## config.mk

```make
export PLATFORM = sky130hd
export DESIGN_NAME = bitwise_reduce
export DESIGN_NICKNAME = d
export VERILOG_FILES = /design/src/rtl/bitwise_reduce_pkg.sv /design/src/rtl/bitwise_op.sv /design/src/rtl/bitwise_reduce.sv
export SDC_FILE = /design/constraint.sdc
export NUM_CORES = 1
export LEC_CHECK = 0
export ABC_AREA = 1
export BUFFER_PORTS_ARGS = -buffer_cell sky130_fd_sc_hd__buf_2
export CAP_MARGIN = 20
export CORE_ASPECT_RATIO = 1.2
export CORE_MARGIN = 4
export CORE_UTILIZATION = 52
export CTS_CLUSTER_SIZE = 20
export DETAILED_ROUTE_END_ITERATION = 12
export PLACE_DENSITY_LB_ADDON = 0.25
export SYNTH_ARGS = -nofsm -noshare
export SYNTH_HDL_FRONTEND = slang
export SYNTH_SLANG_ARGS = --single-unit
```

## constraint.sdc

```tcl
create_clock -name clk -period 1.8 [get_ports clk]
set_clock_uncertainty 0.15 [all_clocks]
set_input_delay 0.09 -clock clk [delete_from_list [all_inputs] [get_ports clk]]
set_output_delay 0.09 -clock clk [all_outputs]
set_load 0.02 [all_outputs]
```

## src/rtl/bitwise_reduce_pkg.sv

```systemverilog
// Shared definitions for the bitwise_reduce engine: op codes, FSM states and
// the identity value that seeds the accumulator for each operation.
package bitwise_reduce_pkg;

    typedef enum logic [1:0] {
        OpAnd  = 2'b00,
        OpOr   = 2'b01,
        OpXor  = 2'b10,
        OpNand = 2'b11
    } op_e;

    typedef enum logic [1:0] {
        StIdle  = 2'b00,
        StAccum = 2'b01,
        StDone  = 2'b10
    } state_e;

    // AND-type folds start from all-ones, OR/XOR folds from all-zeros.
    function automatic logic identity_bit(op_e op);
        return (op == OpAnd) || (op == OpNand);
    endfunction

    // NAND accumulates as AND; the inversion is applied once to the final word.
    function automatic logic invert_result(op_e op);
        return op == OpNand;
    endfunction

endpackage

```

## src/rtl/bitwise_op.sv

```systemverilog
// Combinational per-beat fold: combines the running accumulator with one operand.
module bitwise_op
    import bitwise_reduce_pkg::*;
#(
    parameter int unsigned WIDTH = 16
) (
    input  op_e              op,
    input  logic [WIDTH-1:0] a,
    input  logic [WIDTH-1:0] b,
    output logic [WIDTH-1:0] y
);

    always_comb begin
        y = '0;
        case (op)
            OpAnd, OpNand: y = a & b;
            OpOr:          y = a | b;
            OpXor:         y = a ^ b;
            default:       y = a & b;
        endcase
    end

endmodule

```

## src/rtl/bitwise_reduce.sv

```systemverilog
// Multi-operand logic engine: folds len operands with AND/OR/XOR/NAND behind
// valid/ready handshakes on both the operand and result streams.
module bitwise_reduce
    import bitwise_reduce_pkg::*;
#(
    parameter int unsigned WIDTH   = 16,
    parameter int unsigned MAX_LEN = 8,
    parameter int unsigned LEN_W   = $clog2(MAX_LEN + 1)
) (
    input  logic             clk,
    input  logic             reset,
    input  logic             start,
    input  logic [1:0]       op,
    input  logic [LEN_W-1:0] len,
    input  logic             in_valid,
    output logic             in_ready,
    input  logic [WIDTH-1:0] in_data,
    output logic             out_valid,
    input  logic             out_ready,
    output logic [WIDTH-1:0] out_data,
    output logic             busy,
    output logic             err
);

    localparam logic [LEN_W-1:0] MaxLen = LEN_W'(MAX_LEN);
    localparam logic [LEN_W-1:0] OneLen = LEN_W'(1);

    state_e           state_q, state_d;
    op_e              op_q, op_d;
    logic [LEN_W-1:0] len_q, len_d;
    logic [LEN_W-1:0] count_q, count_d;
    logic [WIDTH-1:0] acc_q, acc_d;
    logic [WIDTH-1:0] out_data_q, out_data_d;
    logic             err_q, err_d;

    logic             len_ok;
    logic             last_beat;
    op_e              op_in;
    logic [WIDTH-1:0] fold_y;

    assign op_in     = op_e'(op);
    assign len_ok    = (len != '0) && (len <= MaxLen);
    assign last_beat = (count_q == len_q - OneLen);

    bitwise_op #(
        .WIDTH (WIDTH)
    ) u_fold (
        .op (op_q),
        .a  (acc_q),
        .b  (in_data),
        .y  (fold_y)
    );

    always_comb begin
        state_d    = state_q;
        op_d       = op_q;
        len_d      = len_q;
        count_d    = count_q;
        acc_d      = acc_q;
        out_data_d = out_data_q;
        err_d      = 1'b0;

        case (state_q)
            StIdle: begin
                if (start) begin
                    if (len_ok) begin
                        op_d    = op_in;
                        len_d   = len;
                        acc_d   = {WIDTH{identity_bit(op_in)}};
                        count_d = '0;
                        state_d = StAccum;
                    end else begin
                        err_d = 1'b1;
                    end
                end
            end
            StAccum: begin
                // in_ready is high throughout ACCUM, so in_valid alone marks a beat.
                if (in_valid) begin
                    acc_d   = fold_y;
                    count_d = count_q + OneLen;
                    if (last_beat) begin
                        out_data_d = invert_result(op_q) ? ~fold_y : fold_y;
                        state_d    = StDone;
                    end
                end
            end
            StDone: begin
                if (out_ready) begin
                    state_d = StIdle;
                end
            end
            default: state_d = StIdle;
        endcase
    end

    always_ff @(posedge clk) begin
        if (reset) begin
            state_q    <= StIdle;
            op_q       <= OpAnd;
            len_q      <= '0;
            count_q    <= '0;
            acc_q      <= '0;
            out_data_q <= '0;
            err_q      <= 1'b0;
        end else begin
            state_q    <= state_d;
            op_q       <= op_d;
            len_q      <= len_d;
            count_q    <= count_d;
            acc_q      <= acc_d;
            out_data_q <= out_data_d;
            err_q      <= err_d;
        end
    end

    assign in_ready  = (state_q == StAccum);
    assign out_valid = (state_q == StDone);
    assign busy      = (state_q != StIdle);
    assign out_data  = out_data_q;
    assign err       = err_q;

endmodule
```

After elaboration in Yosys (flattened, before gate mapping)
Index checks and enable logic that the tools add are counted.
Widths: inputs -> output; s select.
{"block": "op_classes", "n_addsub": 2, "multipliers": 0, "div_mod_pow": 0, "order_cmp": 1, "eq_ne": 12, "shift": 0, "mux": 17, "bitwise": 6, "n_reduce_logical": 14}
{"cell": "$mux 16", "count": 4}
{"cell": "$pmux 16 s3", "count": 1}
{"cell": "$pmux 16 s2", "count": 1}
{"cell": "$and 16x16->16", "count": 1}
{"cell": "$not 16->16", "count": 1}
{"cell": "$or 16x16->16", "count": 1}
{"cell": "$xor 16x16->16", "count": 1}
{"cell": "$mux 4", "count": 3}
{"cell": "$mux 2", "count": 5}
{"cell": "$eq 2x2->1 const B", "count": 4}
{"cell": "$pmux 4 s2", "count": 1}
{"cell": "$logic_not 2->1", "count": 3}
{"cell": "$ne 2x2->1 const B", "count": 3}
{"cell": "$pmux 2 s3", "count": 1}
{"cell": "$reduce_and 3->1", "count": 2}
{"cell": "$reduce_and 5->1", "count": 1}
{"cell": "$add 4x1->4 const B", "count": 1}
{"cell": "$eq 2x1->1 const B", "count": 2}
{"cell": "$eq 4x4->1", "count": 1}
{"cell": "$le 4x4->1 const B", "count": 1}
{"cell": "$ne 2x1->1 const B", "count": 2}
{"cell": "$reduce_and 4->1", "count": 1}
{"cell": "$reduce_bool 2->1", "count": 2}
{"cell": "$reduce_bool 4->1", "count": 1}
{"cell": "7 further kinds", "count": 8}
{"block": "totals", "regBits": 45, "latch_bits": 0, "mem_bits_rw": 0, "mem_bits_ro": 0, "input_bits": 27, "out_inout_bits": 20, "word_cells": 59, "mem_count": 0}

Depth between registers and ports, before layout
{"block": "depth", "word_depth": 5, "depth_mapped": 13, "ltp_nobuf": 12}

By module
A second synthesis with hierarchy kept.
{"block": "hier_totals", "cells_unflattened": 538, "hier_area_um2": 3442.1}
{"module": "bitwise_reduce", "n_inst": 1, "cells_each": 350, "area_each_um2": 2361.0, "seq_area_each_um2": 900.9}
{"module": "bitwise_op", "n_inst": 1, "cells_each": 188, "area_each_um2": 1081.0, "seq_area_each_um2": 0.0}

Worst setup path after synthesis
No wires, ideal clock.
{"block": "synth_path", "path_kind": "reg2reg", "startpoint": "register op_q[0]", "endpoint": "register out_data_q[10] (netlist: out_data[10])", "setup_ns": 0.113, "arrival_ns": 1.448, "required_time_ns": 1.537, "slack_ns": 0.089, "stages_incl_launch_ff": 12, "path_buffers": 2, "synth_period_minus_slack_ns": 1.711, "cell_sequence": "dfxtp_1 inv_1 ha_1 buf_4 inv_2 clkbuf_2 or2_1 nand2_1 nand2_1 nand2_1 nor2_1 nor2_1"}
{"block": "synth_via", "elab_chain_len": 5, "elab_cells_between_ends": 8, "classes_between": "3 x eq/ne; 2 x mux; 1 x bitwise; 2 x reduce/logical"}
{"item": "start: declaration", "line_no": "bitwise_reduce.sv:29", "source": "op_e op_q, op_d;"}
{"item": "start signal: assignment", "line_no": "bitwise_reduce.sv:100", "source": "op_q <= OpAnd;"}
{"item": "start signal: assignment", "line_no": "bitwise_reduce.sv:108", "source": "op_q <= op_d;"}
{"item": "$eq 2x2->1 / $logic_not 2->1 (equally long branches)", "line_no": "bitwise_reduce_pkg.sv:25, bitwise_op.sv:15"}
{"item": "$reduce_or 2->1", "line_no": "bitwise_op.sv:15", "source": "case (op)"}
{"item": "$pmux 16 s3", "line_no": "bitwise_op.sv:15"}
{"item": "$not 16->16", "line_no": "bitwise_reduce.sv:83", "source": "out_data_d = invert_result(op_q) ? ~fold_y : fold_y;"}
{"item": "$mux 16 (*)", "line_no": "bitwise_reduce.sv:83"}
{"item": "end signal: assignment", "line_no": "bitwise_reduce.sv:112", "source": "out_data_q <= out_data_d;"}
{"item": "end: declaration", "line_no": "bitwise_reduce.sv:33", "source": "logic [WIDTH-1:0] out_data_q, out_data_d;"}
Every way passes the cells marked *; elsewhere a longest branch is shown, timed or not.
A chain may end at the register's enable or synchronous reset.

Worst setup path after layout
{"block": "layout_path", "startpoint": "register len_q[0]", "endpoint": "register out_data_q[8] (netlist: out_data[8])"}
{"block": "layout_via", "elab_chain_len": 3}
{"item": "start: declaration", "line_no": "bitwise_reduce.sv:30", "source": "logic [LEN_W-1:0] len_q, len_d;"}
{"item": "start signal: assignment", "line_no": "bitwise_reduce.sv:109", "source": "len_q <= len_d;"}
{"item": "$sub 4x1->4", "line_no": "bitwise_reduce.sv:43", "source": "assign last_beat = (count_q == len_q - OneLen);"}
{"item": "$eq 4x4->1", "line_no": "bitwise_reduce.sv:43"}
{"item": "$reduce_and 3->1 (no source line)"}
No other way between the ends.

==> out/metrics.csv <==
stage;metric;value;unit
run_status;outcome;finished clean;
finish;utilization;0.650;
worst_setup_path;startpoint_type;register;
route;drt_iter0_drc;219;
sta;fin_tns_setup;0;ns
finish;post_route_cells_drive_above_1_share;0.199;
worst_setup_path;critical-path-top-delay-family;simple AND/OR/NAND/NOR gates;
worst_setup_path;critical_path_arrival;1.82;ns
sta;timing.final.crit_period;1.77;ns
finish;combined_area_of_the_multi_input_logic_cells;2030;µm²
global_route;global_route.overflow_total;0;
clock_tree;numClockSinks;45;
floorplanning;core_area;6050;µm²
worst_setup_path;cp_slowest_stage_delay;0.35;ns
placed_design;place.detailed.hpwl;5200;µm
pwr;pwr_density_cell;695;nW/µm²
finish;layout.area.seq;903;µm²
yosys;synth.avg_cell_area;6.42;µm²
worst_setup_path;path_buf_inv;2;
yosys;mappedNetlistNets;568;
hold_path;min-delay-path-class;in -> reg;
floorplanning;die-width;80.0;µm
floorplanning;std_cell_rows;31;
placed_design;gp_routability_congestion;0.789;
sta;timing_worst_slew_pin_value;0.433;ns
yosys;synthesis.yosys.warnings;0;
sta;final_hold_viol_count;0;
floorplanning;pin_count;47;
clock_tree;clockBufferDepth;2;
worst_setup_path;path_cells;inv_2 > ha_4 > xor2_1 > nand2_1 > nor2_4 > nand3_4 > clkbuf_16 > nor2_1 > nor2_1;
floorplanning;fp.dieH;94.4;µm
global_route;antenna_found_initial;0;
route;detail_route.first_pass.iterations;4;
sta;layout_worst_path_cycle_share;0.983;
floorplanning;die_area;7550;µm²
sta;slew-limit-headroom;0.710;
flow_run;max-cap-violations;0;
route;routed_wirelength;7710;µm
worst_setup_path;reg2reg_setup_slack;0.03;ns
route;vias;3180;
route;route.detailed.wl_per_inst;12.0;µm
clock_tree;clk_transition_reported_paths;0.09;ns
placed_design;io_buffer_count;46;
route;drt_drc_violations_left;0;
finish;number_of_fillers_in_the_final_layout;556;
yosys;synthesis.area;3230;µm²
worst_setup_path;crit_fanout;16;
pwr;vdd_drop_max;0.000370;V
pwr;p_leak;2.15;nW
clock_tree;ctsHtreeMaxLevel;2;
yosys;synth-seq-cells;45;
route;vias_per_cell;4.96;
sta;unrepaired_setup_endpoints_after_global_routing;true;
yosys;synth_sequential_area_ratio;0.279;
sta;slew_violations;0;
yosys;netlist_instances;504;
global_route;grtUsageTotal;0.214;
global_route;wire_length_of_the_first_global_routing_pass;13100;µm
floorplanning;initial_core_util;0.535;
finish;finish.net_count;622;
sta;timing.fmax;565;MHz
sta;finalSetupViolations;0;
clock_tree;number_of_cts_inserted_buffers;5;
clock_tree;root_buf_cell;clkbuf_8;
global_route;grt_start_max_net_pins;36;
finish;area_growth_syn_to_layout;21.6;%
pwr;finalPower;0.00273;W
clock_tree;clk_latency;0.30;ns
worst_setup_path;critical_path.endpoint_type;register;
route;antenna_left;0;
yosys;synth_cell_types;33;
finish;diodes;0;
worst_setup_path;crit_type;reg -> reg;
worst_setup_path;cp_most_frequent_cell;nor2_1;
worst_setup_path;critical_path_required;1.85;ns
clock_tree;cts_tree;done;
global_route;grt_pass1_vias;2980;
worst_setup_path;crit_slowest_cell;dfxtp_2;
## synth_stat cells, drive strengths merged
cell type / number / area, µm²
nand3: 25 / 143
xor2: 4 / 35.0
a21oi: 25 / 125
o21ai: 38 / 205
inv: 71 / 267
nand2: 136 / 523
buf: 17 / 104
xnor2: 1 / 8.76
dfxtp: 45 / 901
nor3: 2 / 10.0
nor2: 77 / 299
nand4: 1 / 6.26
clkbuf: 6 / 25.0
a211oi: 1 / 7.51
ha: 37 / 463
clkinv: 1 / 3.75
nand3b: 2 / 15.0
or2: 15 / 93.8
## registers in the layout, summed over array words and instances, names as in the netlist
register / cells
op_q: 2
acc_q: 16
len_q: 4
count_q: 4
err: 1
out_data: 16
state_q: 2
## layer usage
metal	up-vias	track usage	part of all wire	wire [µm]
met1	1438	0.266	0.43	3300
li1	1656	-	-	-
met3	7	0.0401	0.056	433
met2	79	0.376	0.51	3910
met4	0	0.0563	0.0090	69
met5	-	0	0	0
## cell families (layout without fill, tap and decap cells)
logic type | count (synthesis) | after routing | share of synthesized area
adder cells (fa/ha/maj) | 37 | 37 | 0.143
XOR/XNOR | 5 | 5 | 0.0135
AND/OR/NAND/NOR | 258 | 258 | 0.337
AO/OA/AOI/OAI | 64 | 64 | 0.104
flip-flops | 45 | 45 | 0.279
buffers and inverters | 95 | 150 | 0.123
## power by group
part           internal [W]  switching (W)  total (W)
logic              0.000337       0.000503   0.000840
clock network      0.000452       0.000355   0.000807
registers           0.00105      0.0000337    0.00109
## layout make-up
cell class / count / share of cell area
Multi-Input combinational cell: 364 / 0.516
Sequential cell: 45 / 0.230
Timing Repair Buffer: 70 / 0.128
Inverter: 72 / 0.0700
Tap cell: 82 / 0.0261
Clock buffer: 6 / 0.0210
Clock inverter: 2 / 0.00955
## worst reg2reg max path, cell delays in order, from the launching register on
cell       delay (ns)
dfxtp_2          0.35
inv_2            0.06
ha_4             0.25
xor2_1           0.13
nand2_1          0.10
nor2_4           0.13
nand3_4          0.14
clkbuf_16        0.22
nor2_1           0.10
nor2_1           0.05
## cells in the final DEF (no fill, tap or decap), types with 6 or more instances in the layout
cell             n
dlygate4sd3_1    8
or2_1            8
nand2_2         15
nand3_1         23
nor2_1          73
ha_1            35
buf_4           11
o21ai_1         19
buf_2           46
a21oi_1         24
dfxtp_1         43
clkbuf_8         6
o21ai_0         16
inv_1           68
nand2_1        119
or2_2            7
## repair_timing
action | CTS | global route
hold endpoints to repair | 10 | 0
resized for setup | 2 | 40
buffers inserted | 0 | 1
endpoints found under the setup margin | 31 | 38
pin swaps | 1 | 6
gates cloned | 0 | 2
hold buffers | 8 | 0
## through the flow
step                      hold WS [ns]  std cells  setup slack [ns]  instance area [µm²]
after floorplan                0.00907        504            0.0887                 3230
after global placement           0.207        622           -0.0271                 3560
after detailed placement         0.203        622           -0.0396                 3560
after CTS                       0.0313        638            0.0251                 3760
after global routing             0.115        641           -0.0793                 3930
final                           0.0872        641            0.0300                 3930
## worst paths after layout
path                 end         from  cells after the start
min reg2reg  out_data[5]  out_data[5]                      4
min                  err       len[3]                      5
max          out_data[8]     len_q[0]                      9
max reg2reg  out_data[8]     len_q[0]                      9
(Power assumes the default switching activity.)
